<file path="src/rtl/control_unit_pkg.sv">
// Decoded control-field types carried down the pipe, plus the sequencer state set.
package control_unit_pkg;

  typedef enum logic [3:0] {
    ALU_SLL, ALU_SRL, ALU_ADD, ALU_SUB, ALU_AND, ALU_OR,
    ALU_XOR, ALU_NOR, ALU_SLT, ALU_SLTU
  } aluop_t;

  typedef enum logic [1:0] {
    RSEL_RT, RSEL_RD, RSEL_R31
  } regsel_t;

  typedef enum logic [1:0] {
    PCS_NEXT, PCS_BR, PCS_JUMP, PCS_JR
  } pcsrc_t;

  typedef enum logic [1:0] {
    RUN, MEM_WAIT, HALTED
  } seq_state_t;

endpackage

</file>
<file path="src/rtl/cpu_types_pkg.sv">
// Shared CPU-wide scalar types for the five-stage MIPS datapath.
package cpu_types_pkg;

  localparam int unsigned REG_W = 5;

  typedef logic [REG_W-1:0] regbits_t;

endpackage

</file>
<file path="src/rtl/hazard_sequencer_if.sv">
// Pipeline-control bundle between the hazard sequencer and the datapath latches.
interface hazard_sequencer_if #(
  parameter int unsigned CNT_W = 16
);

  logic                      ihit;
  logic                      dhit;
  cpu_types_pkg::regbits_t   id_rs;
  cpu_types_pkg::regbits_t   id_rt;
  logic                      ex_dREN;
  logic                      ex_RegWr;
  cpu_types_pkg::regbits_t   ex_RegDst;
  control_unit_pkg::pcsrc_t  ex_PCSrc;
  logic                      ex_cond;
  logic                      mem_dREN;
  logic                      mem_dWEN;
  logic                      mem_halt;

  logic                      pc_en;
  logic                      ifid_en;
  logic                      idex_en;
  logic                      exmem_en;
  logic                      memwb_en;
  logic                      ifid_flush;
  logic                      idex_flush;
  logic                      exmem_flush;
  logic                      memwb_flush;
  logic                      halted;
  logic [CNT_W-1:0]          stall_cycles;
  logic [CNT_W-1:0]          flush_count;

  modport hs (
    input  ihit, dhit, id_rs, id_rt, ex_dREN, ex_RegWr, ex_RegDst, ex_PCSrc,
           ex_cond, mem_dREN, mem_dWEN, mem_halt,
    output pc_en, ifid_en, idex_en, exmem_en, memwb_en,
           ifid_flush, idex_flush, exmem_flush, memwb_flush,
           halted, stall_cycles, flush_count
  );

  modport tb (
    output ihit, dhit, id_rs, id_rt, ex_dREN, ex_RegWr, ex_RegDst, ex_PCSrc,
           ex_cond, mem_dREN, mem_dWEN, mem_halt,
    input  pc_en, ifid_en, idex_en, exmem_en, memwb_en,
           ifid_flush, idex_flush, exmem_flush, memwb_flush,
           halted, stall_cycles, flush_count
  );

endinterface

</file>
<file path="src/rtl/sat_counter.sv">
// Up-counter that sticks at all-ones; synchronous clear has priority over increment.
module sat_counter #(
  parameter int unsigned W = 16
) (
  input  logic         clk,
  input  logic         rst,
  input  logic         inc,
  input  logic         clr,
  output logic [W-1:0] q
);

  logic [W-1:0] cnt_q;
  logic [W-1:0] cnt_d;

  always_comb begin
    cnt_d = cnt_q;
    if (clr) begin
      cnt_d = '0;
    end else if (inc && (cnt_q != '1)) begin
      cnt_d = cnt_q + W'(1);
    end
  end

  always_ff @(posedge clk or posedge rst) begin
    if (rst) begin
      cnt_q <= '0;
    end else begin
      cnt_q <= cnt_d;
    end
  end

  assign q = cnt_q;

endmodule

</file>
<file path="src/rtl/hazard_sequencer.sv">
// Pipeline sequencing controller: latch enables/flushes for load-use, redirect,
// cache misses and halt, plus saturating stall/flush performance counters.
module hazard_sequencer
  import cpu_types_pkg::*;
  import control_unit_pkg::*;
#(
  parameter int unsigned CNT_W = 16
) (
  input logic             CLK,
  input logic             RST,
  hazard_sequencer_if.hs  bus
);

  localparam logic [1:0] S_RUN      = 2'(RUN);
  localparam logic [1:0] S_MEM_WAIT = 2'(MEM_WAIT);
  localparam logic [1:0] S_HALTED   = 2'(HALTED);

  logic [1:0] state_q, state_d;
  logic       pend_q, pend_d;

  logic redirect, loaduse, dmiss, ifetch_ok;
  logic pc_en, ifid_en, idex_en, exmem_en, memwb_en;
  logic ifid_flush, idex_flush, exmem_flush, memwb_flush;
  logic halted, stall_inc, flush_inc;

  assign redirect  = (bus.ex_PCSrc == PCS_JUMP) || (bus.ex_PCSrc == PCS_JR) ||
                     ((bus.ex_PCSrc == PCS_BR) && bus.ex_cond);
  assign loaduse   = bus.ex_dREN && bus.ex_RegWr && (bus.ex_RegDst != '0) &&
                     ((bus.ex_RegDst == bus.id_rs) || (bus.ex_RegDst == bus.id_rt));
  assign dmiss     = (bus.mem_dREN || bus.mem_dWEN) && !bus.dhit;
  assign ifetch_ok = bus.ihit || pend_q;

  // Priority-ordered hazard resolution; first matching condition wins.
  always_comb begin
    pc_en       = 1'b1;
    ifid_en     = 1'b1;
    idex_en     = 1'b1;
    exmem_en    = 1'b1;
    memwb_en    = 1'b1;
    ifid_flush  = 1'b0;
    idex_flush  = 1'b0;
    exmem_flush = 1'b0;
    memwb_flush = 1'b0;
    halted      = 1'b0;
    flush_inc   = 1'b0;
    state_d     = state_q;
    pend_d      = pend_q;

    if (state_q == S_HALTED) begin
      {pc_en, ifid_en, idex_en, exmem_en, memwb_en} = '0;
      halted = 1'b1;
    end else if (bus.mem_halt) begin
      {pc_en, ifid_en, idex_en, exmem_en, memwb_en} = '0;
      state_d = S_HALTED;
    end else if (dmiss) begin
      {pc_en, ifid_en, idex_en, exmem_en} = '0;
      memwb_flush = 1'b1;
      state_d     = S_MEM_WAIT;
      // A fetch landing during the freeze must survive until PC can advance.
      if (bus.ihit) begin
        pend_d = 1'b1;
      end
    end else begin
      state_d = S_RUN;
      if (redirect) begin
        ifid_flush = 1'b1;
        idex_flush = 1'b1;
        flush_inc  = 1'b1;
      end else if (loaduse) begin
        pc_en      = 1'b0;
        ifid_en    = 1'b0;
        idex_flush = 1'b1;
      end else if (!ifetch_ok) begin
        pc_en      = 1'b0;
        ifid_flush = 1'b1;
      end
    end

    if (pc_en) begin
      pend_d = 1'b0;
    end
  end

  assign stall_inc = !pc_en && !halted;

  always_ff @(posedge CLK or posedge RST) begin
    if (RST) begin
      state_q <= S_RUN;
      pend_q  <= 1'b0;
    end else begin
      state_q <= state_d;
      pend_q  <= pend_d;
    end
  end

  sat_counter #(.W(CNT_W)) u_stall_cnt (
    .clk (CLK),
    .rst (RST),
    .inc (stall_inc),
    .clr (1'b0),
    .q   (bus.stall_cycles)
  );

  sat_counter #(.W(CNT_W)) u_flush_cnt (
    .clk (CLK),
    .rst (RST),
    .inc (flush_inc),
    .clr (1'b0),
    .q   (bus.flush_count)
  );

  assign bus.pc_en       = pc_en;
  assign bus.ifid_en     = ifid_en;
  assign bus.idex_en     = idex_en;
  assign bus.exmem_en    = exmem_en;
  assign bus.memwb_en    = memwb_en;
  assign bus.ifid_flush  = ifid_flush;
  assign bus.idex_flush  = idex_flush;
  assign bus.exmem_flush = exmem_flush;
  assign bus.memwb_flush = memwb_flush;
  assign bus.halted      = halted;

endmodule
</file>
<file path="src/flat_wrapper.sv">
// flat-port wrapper written by rule: the top's interface ports become plain ports
module hazard_sequencer_flat import cpu_types_pkg::*; import control_unit_pkg::*;
#(
  parameter int unsigned CNT_W = 16
)
  (CLK, RST, bus_ihit, bus_dhit, bus_id_rs, bus_id_rt, bus_ex_dREN, bus_ex_RegWr, bus_ex_RegDst, bus_ex_PCSrc, bus_ex_cond, bus_mem_dREN, bus_mem_dWEN, bus_mem_halt, bus_pc_en, bus_ifid_en, bus_idex_en, bus_exmem_en, bus_memwb_en, bus_ifid_flush, bus_idex_flush, bus_exmem_flush, bus_memwb_flush, bus_halted, bus_stall_cycles, bus_flush_count);
  hazard_sequencer_if #(.CNT_W(CNT_W)) bus_i ();
  input logic CLK;
  input logic RST;
  input wire logic [$bits(bus_i.ihit)-1:0] bus_ihit;
  input wire logic [$bits(bus_i.dhit)-1:0] bus_dhit;
  input wire logic [$bits(bus_i.id_rs)-1:0] bus_id_rs;
  input wire logic [$bits(bus_i.id_rt)-1:0] bus_id_rt;
  input wire logic [$bits(bus_i.ex_dREN)-1:0] bus_ex_dREN;
  input wire logic [$bits(bus_i.ex_RegWr)-1:0] bus_ex_RegWr;
  input wire logic [$bits(bus_i.ex_RegDst)-1:0] bus_ex_RegDst;
  input wire logic [$bits(bus_i.ex_PCSrc)-1:0] bus_ex_PCSrc;
  input wire logic [$bits(bus_i.ex_cond)-1:0] bus_ex_cond;
  input wire logic [$bits(bus_i.mem_dREN)-1:0] bus_mem_dREN;
  input wire logic [$bits(bus_i.mem_dWEN)-1:0] bus_mem_dWEN;
  input wire logic [$bits(bus_i.mem_halt)-1:0] bus_mem_halt;
  output wire logic [$bits(bus_i.pc_en)-1:0] bus_pc_en;
  output wire logic [$bits(bus_i.ifid_en)-1:0] bus_ifid_en;
  output wire logic [$bits(bus_i.idex_en)-1:0] bus_idex_en;
  output wire logic [$bits(bus_i.exmem_en)-1:0] bus_exmem_en;
  output wire logic [$bits(bus_i.memwb_en)-1:0] bus_memwb_en;
  output wire logic [$bits(bus_i.ifid_flush)-1:0] bus_ifid_flush;
  output wire logic [$bits(bus_i.idex_flush)-1:0] bus_idex_flush;
  output wire logic [$bits(bus_i.exmem_flush)-1:0] bus_exmem_flush;
  output wire logic [$bits(bus_i.memwb_flush)-1:0] bus_memwb_flush;
  output wire logic [$bits(bus_i.halted)-1:0] bus_halted;
  output wire logic [$bits(bus_i.stall_cycles)-1:0] bus_stall_cycles;
  output wire logic [$bits(bus_i.flush_count)-1:0] bus_flush_count;
  assign bus_i.ihit = bus_ihit;
  assign bus_i.dhit = bus_dhit;
  assign bus_i.id_rs = bus_id_rs;
  assign bus_i.id_rt = bus_id_rt;
  assign bus_i.ex_dREN = bus_ex_dREN;
  assign bus_i.ex_RegWr = bus_ex_RegWr;
  assign bus_i.ex_RegDst = bus_ex_RegDst;
  assign bus_i.ex_PCSrc = bus_ex_PCSrc;
  assign bus_i.ex_cond = bus_ex_cond;
  assign bus_i.mem_dREN = bus_mem_dREN;
  assign bus_i.mem_dWEN = bus_mem_dWEN;
  assign bus_i.mem_halt = bus_mem_halt;
  assign bus_pc_en = bus_i.pc_en;
  assign bus_ifid_en = bus_i.ifid_en;
  assign bus_idex_en = bus_i.idex_en;
  assign bus_exmem_en = bus_i.exmem_en;
  assign bus_memwb_en = bus_i.memwb_en;
  assign bus_ifid_flush = bus_i.ifid_flush;
  assign bus_idex_flush = bus_i.idex_flush;
  assign bus_exmem_flush = bus_i.exmem_flush;
  assign bus_memwb_flush = bus_i.memwb_flush;
  assign bus_halted = bus_i.halted;
  assign bus_stall_cycles = bus_i.stall_cycles;
  assign bus_flush_count = bus_i.flush_count;
  hazard_sequencer #(.CNT_W(CNT_W)) u_core (.CLK(CLK), .RST(RST), .bus(bus_i));
endmodule
</file>
<file path="config.mk">
export PLATFORM = sky130hd
export DESIGN_NAME = hazard_sequencer_flat
export DESIGN_NICKNAME = d
export VERILOG_FILES = /design/src/rtl/control_unit_pkg.sv /design/src/rtl/cpu_types_pkg.sv /design/src/rtl/hazard_sequencer_if.sv /design/src/rtl/sat_counter.sv /design/src/rtl/hazard_sequencer.sv /design/src/flat_wrapper.sv
export SDC_FILE = /design/constraint.sdc
export NUM_CORES = 1
export LEC_CHECK = 0
export BUFFER_PORTS_ARGS = -buffer_cell sky130_fd_sc_hd__buf_2
export CORE_ASPECT_RATIO = 0.8
export CORE_MARGIN = 4
export CORE_UTILIZATION = 55
export DETAILED_ROUTE_END_ITERATION = 12
export GPL_TIMING_DRIVEN = 0
export MAX_ROUTING_LAYER = met4
export PLACE_DENSITY = 0.85
export SETUP_SLACK_MARGIN = 0.4
export SYNTH_ARGS = -nofsm -noshare
export SYNTH_HDL_FRONTEND = slang
export SYNTH_HIERARCHICAL = 1
export SYNTH_SLANG_ARGS = --single-unit
</file>
<file path="constraint.sdc">
create_clock -name CLK -period 4.5 [get_ports CLK]
set_input_delay 0.9 -clock CLK [delete_from_list [all_inputs] [get_ports CLK]]
set_output_delay 0.9 -clock CLK [all_outputs]
set_load 0.02 [all_outputs]
</file>
==> key figures, run 1 <==
Pwr
  • Peak supply drop: 0.0001776 V
  • Leak: 0.001219 uW
  • Overall power: 586.2 uW
  • Power per cell area: 215.6 mW/mm2

Placement
  • DP Area: 0.002638 mm2
  • PortBufs: 67
  • GP Congestion: 0.8438
  • Post-DP HPWL: 4242 um

Logic synthesis
  • Ys Warns: 6
  • Post-Synthesis Cells: 253
  • Synth unique cells: 38
  • Post-Synth Adder-Cell Area: 0.01124
  • Mux cell area share after synthesis: 0.02923
  • Synth Area in XOR/XNOR: 0.03935
  • Synth area leader: dfrtp_1
  • Mapped Area: 0.002226 mm2
  • Post-Synth Simple-Gate Area: 0.3114
  • Top cell type's share of synthesized area: 0.3935
  • Flops & latches, synth: 35
  • Sequential cell area fraction in the yosys report: 0.3935
  • Largest family of logic cells by synthesized area: simple AND/OR/NAND/NOR gates
  • Post-Syn Area per Cell: 8.798 um2
  • Area contributors post-synth: dfrtp_1 39%, a21oi_1 6.3%, or4_1 4.0%
  • Synth Area in Compound Gates: 0.1675

Global route
  • GRT Residual Overflow: 0
  • First-pass GRT wire length: 9880 um
  • Antenna violations before repair: 0
  • Largest net degree at the start of global routing: 17
  • Vias in the first global route: 2212
  • GRT Total Usage: 0.2459

Critical path
  • Peak fanout along the critical path: 8
  • Critical Path, Cell by Cell: buf_2, xnor2_1, nand3_1, o22ai_1, nand2_2, a21oi_1, clkbuf_2, nand3_1, or4_4, or4_1, a21oi_1
  • Reg-to-reg slack, setup: 1.80 ns
  • Largest stage delay on the critical path: 0.51 ns
  • Reg-to-reg critical path startpoint: u_core/state_q[1]
  • Startpoint Class: input pin
  • Worst reg2reg path depth: 10
  • CP endpoint kind: flop
  • Critical path's top delay family: simple AND/OR/NAND/NOR gates
  • Worst R2R End: u_core/u_flush_cnt/q[13]
  • Crit path buffers/inverters: 2
  • Crit Path Class: input pin to flop
  • Worst endpoint data arrival time: 3.33 ns
  • CP max-delay cell: or4_4
  • Crit path depth: 11
  • CP Data Required Time: 4.72 ns

Floorplan
  • Row count: 20
  • Starting Density: 0.5776
  • Ports: 69
  • Die Span X: 79.13 um
  • Die area: 0.005135 mm2
  • Die span in y: 64.90 um
  • Core area: 0.003854 mm2

Route
  • DR WL/cell: 14.78 um
  • Residual DRC: 0
  • DRT iter0 DRCs: 155
  • DR vias: 2281
  • Final wirelength: 5692 um
  • DRT Pass-1 Iters: 4
  • Post-DRT Antenna Nets: 0
  • Vias/cell: 5.925

Timing
  • Final setup violation count: 0
  • Hold WS: 0.4918 ns
  • Worst Tran Pin Value: 0.6701 ns
  • Final Cycle Share: 0.6906
  • Final hold vios: 0
  • Worst Skew: 0.005776 ns
  • Peak Freq: 321.8 MHz
  • Setup TNS: 0 ns
  • Max-slew violations: 0
  • Relative slew margins: 0.5491
  • RSZ-0062 raised after global routing: no
  • Minimum clock period: 3.108 ns

Clock tree
  • Hold Buf Count CTS: 0
  • Clock Path Buffers: 2
  • TritonCTS Buffers: 5
  • Clock Pin Slew Worst Setup and Hold Paths: 0.07 ns
  • Post CTS Setup Buffer Count: 0
  • Clk Latency, worst-skew pair: 0.29 ns
  • TritonCTS clock tree: built
  • H-tree depth: 2
  • CTS root buffer: clkbuf_8
  • Post-cts sizing count: 0
  • Total clock sinks: 35

Run status
  • Status: complete, no violations

Final layout
  • P&R area growth vs syn: 22.15%
  • # diodes: 0
  • Nets@finish: 358
  • Share of layout cells above drive strength 1: 0.2848
  • Cell area after layout: 0.002719 mm2
  • # fillers: 348

Job
  • Max-Cap Viols: 0

Hold path
  • Worst Hold Class: input pin to asynchronous set/reset pin
cell usage after synthesis (all sizes together):
library cell and count:
o41ai 4, o311a 1, xnor2 10, clkbuf 4
nor2b 6, mux2i 2, o22ai 1, a31oi 3
nand4 10, nor2 14, a21o 1, mux2 4
buf 4, dfrtp 35, nand2b 5, dlygate4sd1 2
or3 15, nor3 9, a31o 1, inv 10
o31ai 11, or2 1, and4 2, a21boi 1
a21oi 28, ha 2, nor4 6, nand2 17
o21ai 11, conb 1, or4 16, nand3 16
through the flow:
stage	worst slack (ns)	std cells	util
finish	1.392	385	0.7055
global route	1.177	385	0.7055
CTS	1.424	385	0.7055
detailed placement	1.123	377	0.6844
global placement	1.181	377	0.6844
floorplan	1.434	255	-
where the power goes:
part	internal, uW	total, uW	leakage (uW)	switching (uW)
sequential	316	317	0.000483	0.983
combinational	22.2	50.6	0.000693	28.4
clock	109	219	0.0000422	110
total	447	586	0.00122	139
routing by layer:
metal,track usage,vias up,wire length (um)
met4,0.08369,0,67
met1,0.3256,1074,2651
met2,0.3718,101,2498
li1,-,1100,-
met3,0.05972,6,474
met5,-,-,0
registers in the layout (all words and copies together), names as in the netlist:
| signal | cells |
|---|---|
| u_core/pend_q | 1 |
| u_core/state_q | 2 |
| u_core/u_flush_cnt/q | 16 |
| u_core/u_stall_cnt/q | 16 |
kinds of logic (layout without fill, tap and decap cells):
group	after synthesis	after routing
simple gates	117	117
compound gates	62	62
flops	35	35
buf+inv	20	95
xor+xnor	10	10
mux	6	6
fa+ha+maj	2	2
other cells	1	3
cell usage in the layout, fill, tap and decap left out, drive strengths merged, types with 9 or more instances in the layout:
cell	n
nand2	17
or3	15
nor3	9
inv	10
dfrtp	35
o31ai	11
nand4	10
xnor2	10
clkbuf	11
nor2	14
nand3	16
buf	71
a21oi	28
or4	16
o21ai	11
layout make-up:
type                            instances  area (um2)  share of cell area
Clock buffer                            7       76.32             0.02807
Tap cell                               55       68.82             0.02531
Sequential cell                        35       875.8              0.3221
Inverter                               10       37.54             0.01381
Buffer                                 10       65.06             0.02393
Multi-Input combinational cell        200        1255              0.4616
Timing Repair Buffer                   67       335.3              0.1233
Clock inverter                          1       5.005            0.001841
worst max path at each step:
stage                          start                  endpoint  slack (ns)
finish              bus_ex_RegDst[4]  u_core/u_stall_cnt/q[13]        1.39
global route        bus_ex_RegDst[1]  u_core/u_stall_cnt/q[13]        1.18
CTS                 bus_ex_RegDst[4]  u_core/u_stall_cnt/q[13]        1.42
detailed placement  bus_ex_RegDst[4]  u_core/u_stall_cnt/q[13]        1.12
global placement    bus_ex_RegDst[4]  u_core/u_stall_cnt/q[13]        1.18
floorplan               bus_mem_halt  u_core/u_flush_cnt/q[13]        1.43
worst register-to-register path, delay by kind of cell, from the launching register on:
kind,cells,cell delay [ns]
simple gates,7,1.77
buf+inv,2,0.29
compound gates,1,0.17
flops,1,0.38
(Power assumes the default switching activity.)
==> run 2, diff against run 1 <==
--- a/config.mk
+++ b/config.mk
@@ -8,11 +8,11 @@
 export BUFFER_PORTS_ARGS = -buffer_cell sky130_fd_sc_hd__buf_2
 export CORE_ASPECT_RATIO = 0.8
 export CORE_MARGIN = 4
-export CORE_UTILIZATION = 55
+export CORE_UTILIZATION = 46
 export DETAILED_ROUTE_END_ITERATION = 12
 export GPL_TIMING_DRIVEN = 0
 export MAX_ROUTING_LAYER = met4
-export PLACE_DENSITY = 0.85
+export PLACE_DENSITY = 0.76
 export SETUP_SLACK_MARGIN = 0.4
 export SYNTH_ARGS = -nofsm -noshare
 export SYNTH_HDL_FRONTEND = slang
==> constraint.sdc (replaced) <==
create_clock -name CLK -period 2.7 [get_ports CLK]
set_input_delay 0.54 -clock CLK [delete_from_list [all_inputs] [get_ports CLK]]
set_output_delay 0.54 -clock CLK [all_outputs]
set_load 0.02 [all_outputs]
==> run 2 against run 1 <==
Critical path type is now input pin to output pin; clock power is 74% higher; hold slack worse by 0.37 ns; first-iteration DRC count is 7.7% higher; cell count is 4.7% higher; clock skew is 0.0045 ns higher; sequential cell count stayed put; design area is 14% higher.
==> key figures, run 2 (synthesized netlist as in run 1, its figures left out) <==
Pwr
  • Leak: 0.001363 uW
  • Switch Pwr: 272.5 uW
  • Logic gate share of total power: 0.121
  • Clock power share: 0.367
  • Switching Fraction: 0.2633
  • Peak supply drop: 0.0002216 V
  • Sequential Power Share: 0.512
  • Power per cell area: 332.8 mW/mm2
  • P_int: 762.4 uW

Placement
  • Post-DP HPWL: 4213 um
  • PortBufs: 67
  • DP Area: 0.002710 mm2
  • DP Cell Count: 382
  • GP Congestion: 0.8634

Floorplan
  • Die span in y: 70.22 um
  • Core area: 0.004624 mm2
  • Row count: 22
  • Starting Density: 0.4813
  • Die area: 0.006023 mm2
  • Die Span X: 85.77 um
  • Ports: 69

Final layout
  • # diodes: 0
  • Cell area after layout: 0.003109 mm2
  • Final Core Density: 0.6723
  • # fillers: 352
  • Non-Filler Instances: 403
  • Most frequent cells in the layout: 56 x buf_2, 35 x dfrtp_1, 20 x a21oi_1
  • Nets@finish: 371
  • P&R area growth vs syn: 39.69%
  • Share of layout cells above drive strength 1: 0.4023
  • Most common cell after layout, fill and taps aside: buf_2

Route
  • DR vias: 2389
  • DR WL/cell: 17.36 um
  • Residual DRC: 0
  • Post-DRT Antenna Nets: 0
  • DRT Pass-1 Iters: 4
  • DRT iter0 DRCs: 167
  • Vias/cell: 5.928
  • Final wirelength: 6995 um

Job
  • Max-Cap Viols: 0

Critical path
  • Reg-to-reg slack, setup: 0.30 ns
  • Startpoint Class: input pin
  • Worst endpoint data arrival time: 1.92 ns
  • Crit Path Class: input pin to output pin
  • Reg-to-reg critical path startpoint: u_core/state_q[1]
  • Peak fanout along the critical path: 4
  • Worst reg2reg path depth: 10
  • CP Data Required Time: 2.16 ns
  • Worst R2R End: u_core/u_flush_cnt/q[13]
  • CP endpoint kind: output pin

Timing
  • Relative slew margins: 0.5515
  • RSZ-0062 raised after global routing: yes
  • Setup TNS: 0 ns
  • Final Cycle Share: 0.9096
  • Minimum clock period: 2.456 ns
  • Peak Freq: 407.2 MHz
  • Final hold vios: 0
  • Max-slew violations: 0
  • Worst Tran Pin Value: 0.6666 ns
  • Worst Skew: 0.01028 ns
  • Final setup violation count: 0

Run status
  • Status: complete, no violations

Clock tree
  • CTS root buffer: clkbuf_8
  • Hold Buf Count CTS: 0
  • Clock Path Buffers: 2
  • TritonCTS Buffers: 5
  • Clock Pin Slew Worst Setup and Hold Paths: 0.08 ns
  • Total clock sinks: 35
  • H-tree depth: 2
  • Clk Latency, worst-skew pair: 0.30 ns
  • TritonCTS clock tree: built

Global route
  • Largest net degree at the start of global routing: 17
  • Antenna violations before repair: 0
  • GRT Residual Overflow: 0
  • GRT Total Usage: 0.2089
  • First-pass GRT wire length: 9818 um
  • Vias in the first global route: 2060

Hold path
  • Worst Hold Class: input pin to asynchronous set/reset pin
-- run 2: cell count changes in the layout (fill, tap and decap cells not counted), moves of 3 or more --
cell | previous run | this run
buf_4 | 4 | 14
xnor2_1 | 10 | 5
nand3_1 | 16 | 13
or4_1 | 12 | 8
or4_4 | 2 | 6
xnor2_2 | 0 | 4
a21oi_2 | 0 | 8
a21oi_1 | 28 | 20
buf_6 | 0 | 13
buf_2 | 67 | 56
-- run 2: final cells by class --
type	count	area (um2)	share of cell area
Buffer	10	83.83	0.02696
Timing Repair Buffer	80	516.7	0.1662
Multi-Input combinational cell	200	1436	0.4620
Clock buffer	5	68.82	0.02213
Tap cell	60	75.07	0.02414
Inverter	10	37.54	0.01207
Clock inverter	3	15.01	0.004829
Sequential cell	35	875.8	0.2817
-- run 2: through the flow --
stage | hold slack (ns) | worst slack, ns | total power [uW]
floorplan | 0.2936 | 0.2415 | 594.3
global placement | 0.4355 | -0.09800 | 626.9
detailed placement | 0.4345 | -0.1369 | 628.6
CTS | 0.1132 | 0.3155 | 1016
global route | 0.1233 | 0.1710 | 1078
finish | 0.1227 | 0.2441 | 1035
-- run 2: power by group through the flow --
stage,clock network (uW),logic (uW),registers (uW)
finish,380,125,529
global route,414,135,529
CTS,388,99.9,528
detailed placement,0,89.8,539
global placement,0,88.5,538
floorplan,0,56.2,538
-- run 2: worst max-delay path by stage --
stage	slack [ns]	startpoint	end
floorplan	0.24	bus_ex_RegDst[4]	u_core/u_stall_cnt/q[13]
global route	0.17	bus_ex_RegDst[4]	u_core/u_stall_cnt/q[15]
CTS	0.32	u_core/state_q[1]	u_core/u_flush_cnt/q[13]
detailed placement	-0.14	bus_ex_RegDst[0]	u_core/u_stall_cnt/q[13]
finish	0.24	bus_ex_RegDst[0]	bus_ifid_flush
global placement	-0.1	bus_mem_dWEN	u_core/u_flush_cnt/q[13]
-- run 2: what timing repair did --
item                       in CTS  in global routing
resized for setup              20                 34
buffers inserted                7                  6
pin swaps                       0                 15
setup endpoints to repair       9                 19
-- run 2: metal layers --
metal / global-route usage / vias to the layer above / routed length [um]
li1: - / 1134 / -
met1: 0.2813 / 1146 / 3072
met5: - / - / 0
met2: 0.3078 / 94 / 3331
met3: 0.04363 / 15 / 430
met4: 0.08084 / 0 / 160
-- run 2: worst max-delay path, cell delays in order --
cell     delay, ns
buf_6         0.11
or3_1         0.38
o311a_1       0.36
nand2_2       0.12
buf_4         0.13
a31o_1        0.14
buf_4         0.14
==> run 3, diff against run 2 <==
--- a/config.mk
+++ b/config.mk
@@ -5,14 +5,15 @@
 export SDC_FILE = /design/constraint.sdc
 export NUM_CORES = 1
 export LEC_CHECK = 0
+export ABC_AREA = 1
 export BUFFER_PORTS_ARGS = -buffer_cell sky130_fd_sc_hd__buf_2
 export CORE_ASPECT_RATIO = 0.8
 export CORE_MARGIN = 4
-export CORE_UTILIZATION = 46
+export CORE_UTILIZATION = 48
 export DETAILED_ROUTE_END_ITERATION = 12
 export GPL_TIMING_DRIVEN = 0
 export MAX_ROUTING_LAYER = met4
-export PLACE_DENSITY = 0.76
+export PLACE_DENSITY = 0.77
 export SETUP_SLACK_MARGIN = 0.4
 export SYNTH_ARGS = -nofsm -noshare
 export SYNTH_HDL_FRONTEND = slang
==> run 3 against run 2 <==
Sequential cell count unchanged; maximum frequency up 19%; global-route usage up 0.87 points; combinational power down 20%; die area up 11%; critical endpoint is now bus_idex_flush; largest cell class unchanged; largest power group is now the clock network.
==> key figures, run 3 <==
Route
  • Residual DRC: 0
  • DRT Pass-1 Iters: 4
  • Vias/cell: 4.982
  • DR vias: 2725
  • DRT iter0 DRCs: 218
  • Post-DRT Antenna Nets: 0
  • Final wirelength: 6803 um
  • DR WL/cell: 12.44 um

Clock tree
  • Post CTS Setup Buffer Count: 0
  • Total clock sinks: 35
  • Clock Path Buffers: 2
  • Post-cts sizing count: 0
  • TritonCTS Buffers: 5
  • CTS root buffer: clkbuf_8
  • H-tree depth: 2
  • Clock Pin Slew Worst Setup and Hold Paths: 0.07 ns
  • Hold Buf Count CTS: 0
  • TritonCTS clock tree: built
  • Clk Latency, worst-skew pair: 0.29 ns

Logic synthesis
  • Synth unique cells: 30
  • Post-Syn Area per Cell: 6.499 um2
  • Post-Synthesis Cells: 402
  • Area contributors post-synth: dfrtp_1 34%, nand2_1 22%, inv_1 6.9%
  • Most frequent cell after synthesis: nand2_1
  • Flops & latches, synth: 35
  • Sequential cell area fraction in the yosys report: 0.3352
  • Ys Warns: 6
  • Mapped Area: 0.002613 mm2
  • Top cell type's share of synthesized area: 0.3352
  • Asr flop ratio synth: 1.000
  • Synth area leader: dfrtp_1
  • Synth Flop Type: dfrtp_1
  • Top cells by instance count after synthesis: 152 x nand2_1, 48 x inv_1, 48 x nor2_1
  • Post-synth EDFFs: 0

Critical path
  • Worst endpoint data arrival time: 1.53 ns
  • Critical path's top delay family: buffers and inverters
  • Startpoint Class: flop
  • CP max-delay cell: dfrtp_1
  • Peak fanout along the critical path: 4
  • Crit path buffers/inverters: 4
  • Worst reg2reg path depth: 12
  • Most Frequent Cell on Critical Path: inv_1
  • Largest stage delay on the critical path: 0.36 ns
  • Critical Path, Cell by Cell: inv_1, nor2_2, nor2_4, inv_2, nor2_1, inv_1, a21oi_1, buf_2
  • Crit path depth: 8
  • CP Data Required Time: 2.16 ns
  • Crit Path Class: flop to output pin
  • CP endpoint kind: output pin

Placement
  • GP Congestion: 0.9464
  • PortBufs: 67
  • Pre-CTS setup slack: 0.3626 ns
  • Post-DP HPWL: 5200 um

Global route
  • First-pass GRT wire length: 11390 um
  • Antenna violations before repair: 0
  • GRT Residual Overflow: 0
  • GRT Total Usage: 0.2176
  • Vias in the first global route: 2425
  • Largest net degree at the start of global routing: 17

Floorplan
  • Row count: 23
  • Die span in y: 73.99 um
  • Starting Density: 0.5072
  • Die Span X: 90.48 um
  • Core area: 0.005151 mm2
  • Ports: 69
  • Die area: 0.006694 mm2

Timing
  • Minimum clock period: 2.068 ns
  • RSZ-0062 raised after global routing: no
  • Worst Tran Pin Value: 0.6512 ns
  • Peak Freq: 483.5 MHz
  • Final Cycle Share: 0.7660
  • Max-slew violations: 0
  • Relative slew margins: 0.5654
  • Setup TNS: 0 ns
  • Worst Skew: 0.005484 ns
  • Final hold vios: 0
  • Final setup violation count: 0
  • Setup ws final: 0.6318 ns

Final layout
  • P&R area growth vs syn: 22.17%
  • Most frequent cells in the layout: 152 x nand2_1, 69 x buf_2, 48 x inv_1, 48 x nor2_1, 35 x dfrtp_1
  • # diodes: 0
  • Share of layout cells above drive strength 1: 0.2268
  • # fillers: 510
  • Most common cell after layout, fill and taps aside: nand2_1
  • Nets@finish: 513

Run status
  • Status: complete, no violations

Job
  • Max-Cap Viols: 0

Pwr
  • Power per cell area: 375.5 mW/mm2
  • Peak supply drop: 0.0002096 V
  • Leak: 0.001874 uW

Hold path
  • Worst Hold Class: input pin to asynchronous set/reset pin
run 3: changes by cell type in the layout (fill, tap and decap cells not counted), moves of 13 or more:
cell     delta
a21oi_1    -16
buf_2      +13
inv_1      +39
nand2_1   +138
nand3_1    +15
nand4_1    +14
nor2_1     +36
run 3: routing by layer:
metal	vias up	global-route usage	routed length, um
met5	-	-	0
met3	5	0.04550	419
li1	1403	-	-
met2	77	0.3279	2909
met1	1240	0.3006	3418
met4	0	0.05603	55
run 3: through the flow:
stage               area [um2]    util  hold slack (ns)  instances  power (uW)
floorplan                 2643       -           0.2936        410       596.7
detailed placement        3055  0.5932           0.4302        539       634.4
CTS                       3192  0.6196           0.1134        547        1211
finish                    3192  0.6196           0.1210        547        1198
global placement          3055  0.5932           0.4389        539       632.7
global route              3192  0.6196           0.1139        547        1257
run 3: final cells by class:
cell class | count | area (um2) | area share
repair buffers | 67 | 335.3 | 0.1051
inverters | 56 | 210.2 | 0.06586
clock buffers | 5 | 68.82 | 0.02156
flip-flops and latches | 35 | 875.8 | 0.2744
well taps | 62 | 77.57 | 0.02430
multi-input cells | 311 | 1501 | 0.4704
plain buffers | 8 | 55.05 | 0.01725
clock inverters | 3 | 67.56 | 0.02117
run 3: path summary, 6_finish.rpt:
path                                         start                       end  slack [ns]
setup / recovery                 u_core/state_q[1]            bus_idex_flush        0.63
hold / removal                                 RST         u_core/state_q[1]        0.12
setup reg to reg                 u_core/state_q[1]  u_core/u_flush_cnt/q[12]        0.66
hold reg to reg            u_core/u_flush_cnt/q[0]   u_core/u_flush_cnt/q[0]        0.56
max in group asynchronous                      RST  u_core/u_stall_cnt/q[12]        1.93
min in group CLK                          bus_dhit         u_core/state_q[0]        0.44
run 3: kinds of logic (layout without fill, tap and decap cells):
logic type | Yosys count | after routing | share of synthesized area
compound gates | 11 | 11 | 0.02491
xor+xnor | 10 | 10 | 0.03352
fa+ha+maj | 2 | 2 | 0.009577
buf+inv | 64 | 139 | 0.1015
other cells | 1 | 9 | 0.001435
simple gates | 279 | 279 | 0.4938
flops | 35 | 35 | 0.3352
run 3: power breakdown:
part	internal [uW]	switching [uW]	leakage (uW)
Combinational	36.7	63.4	0.00133
Sequential	526	1.25	0.000483
Clock	368	203	0.0000644
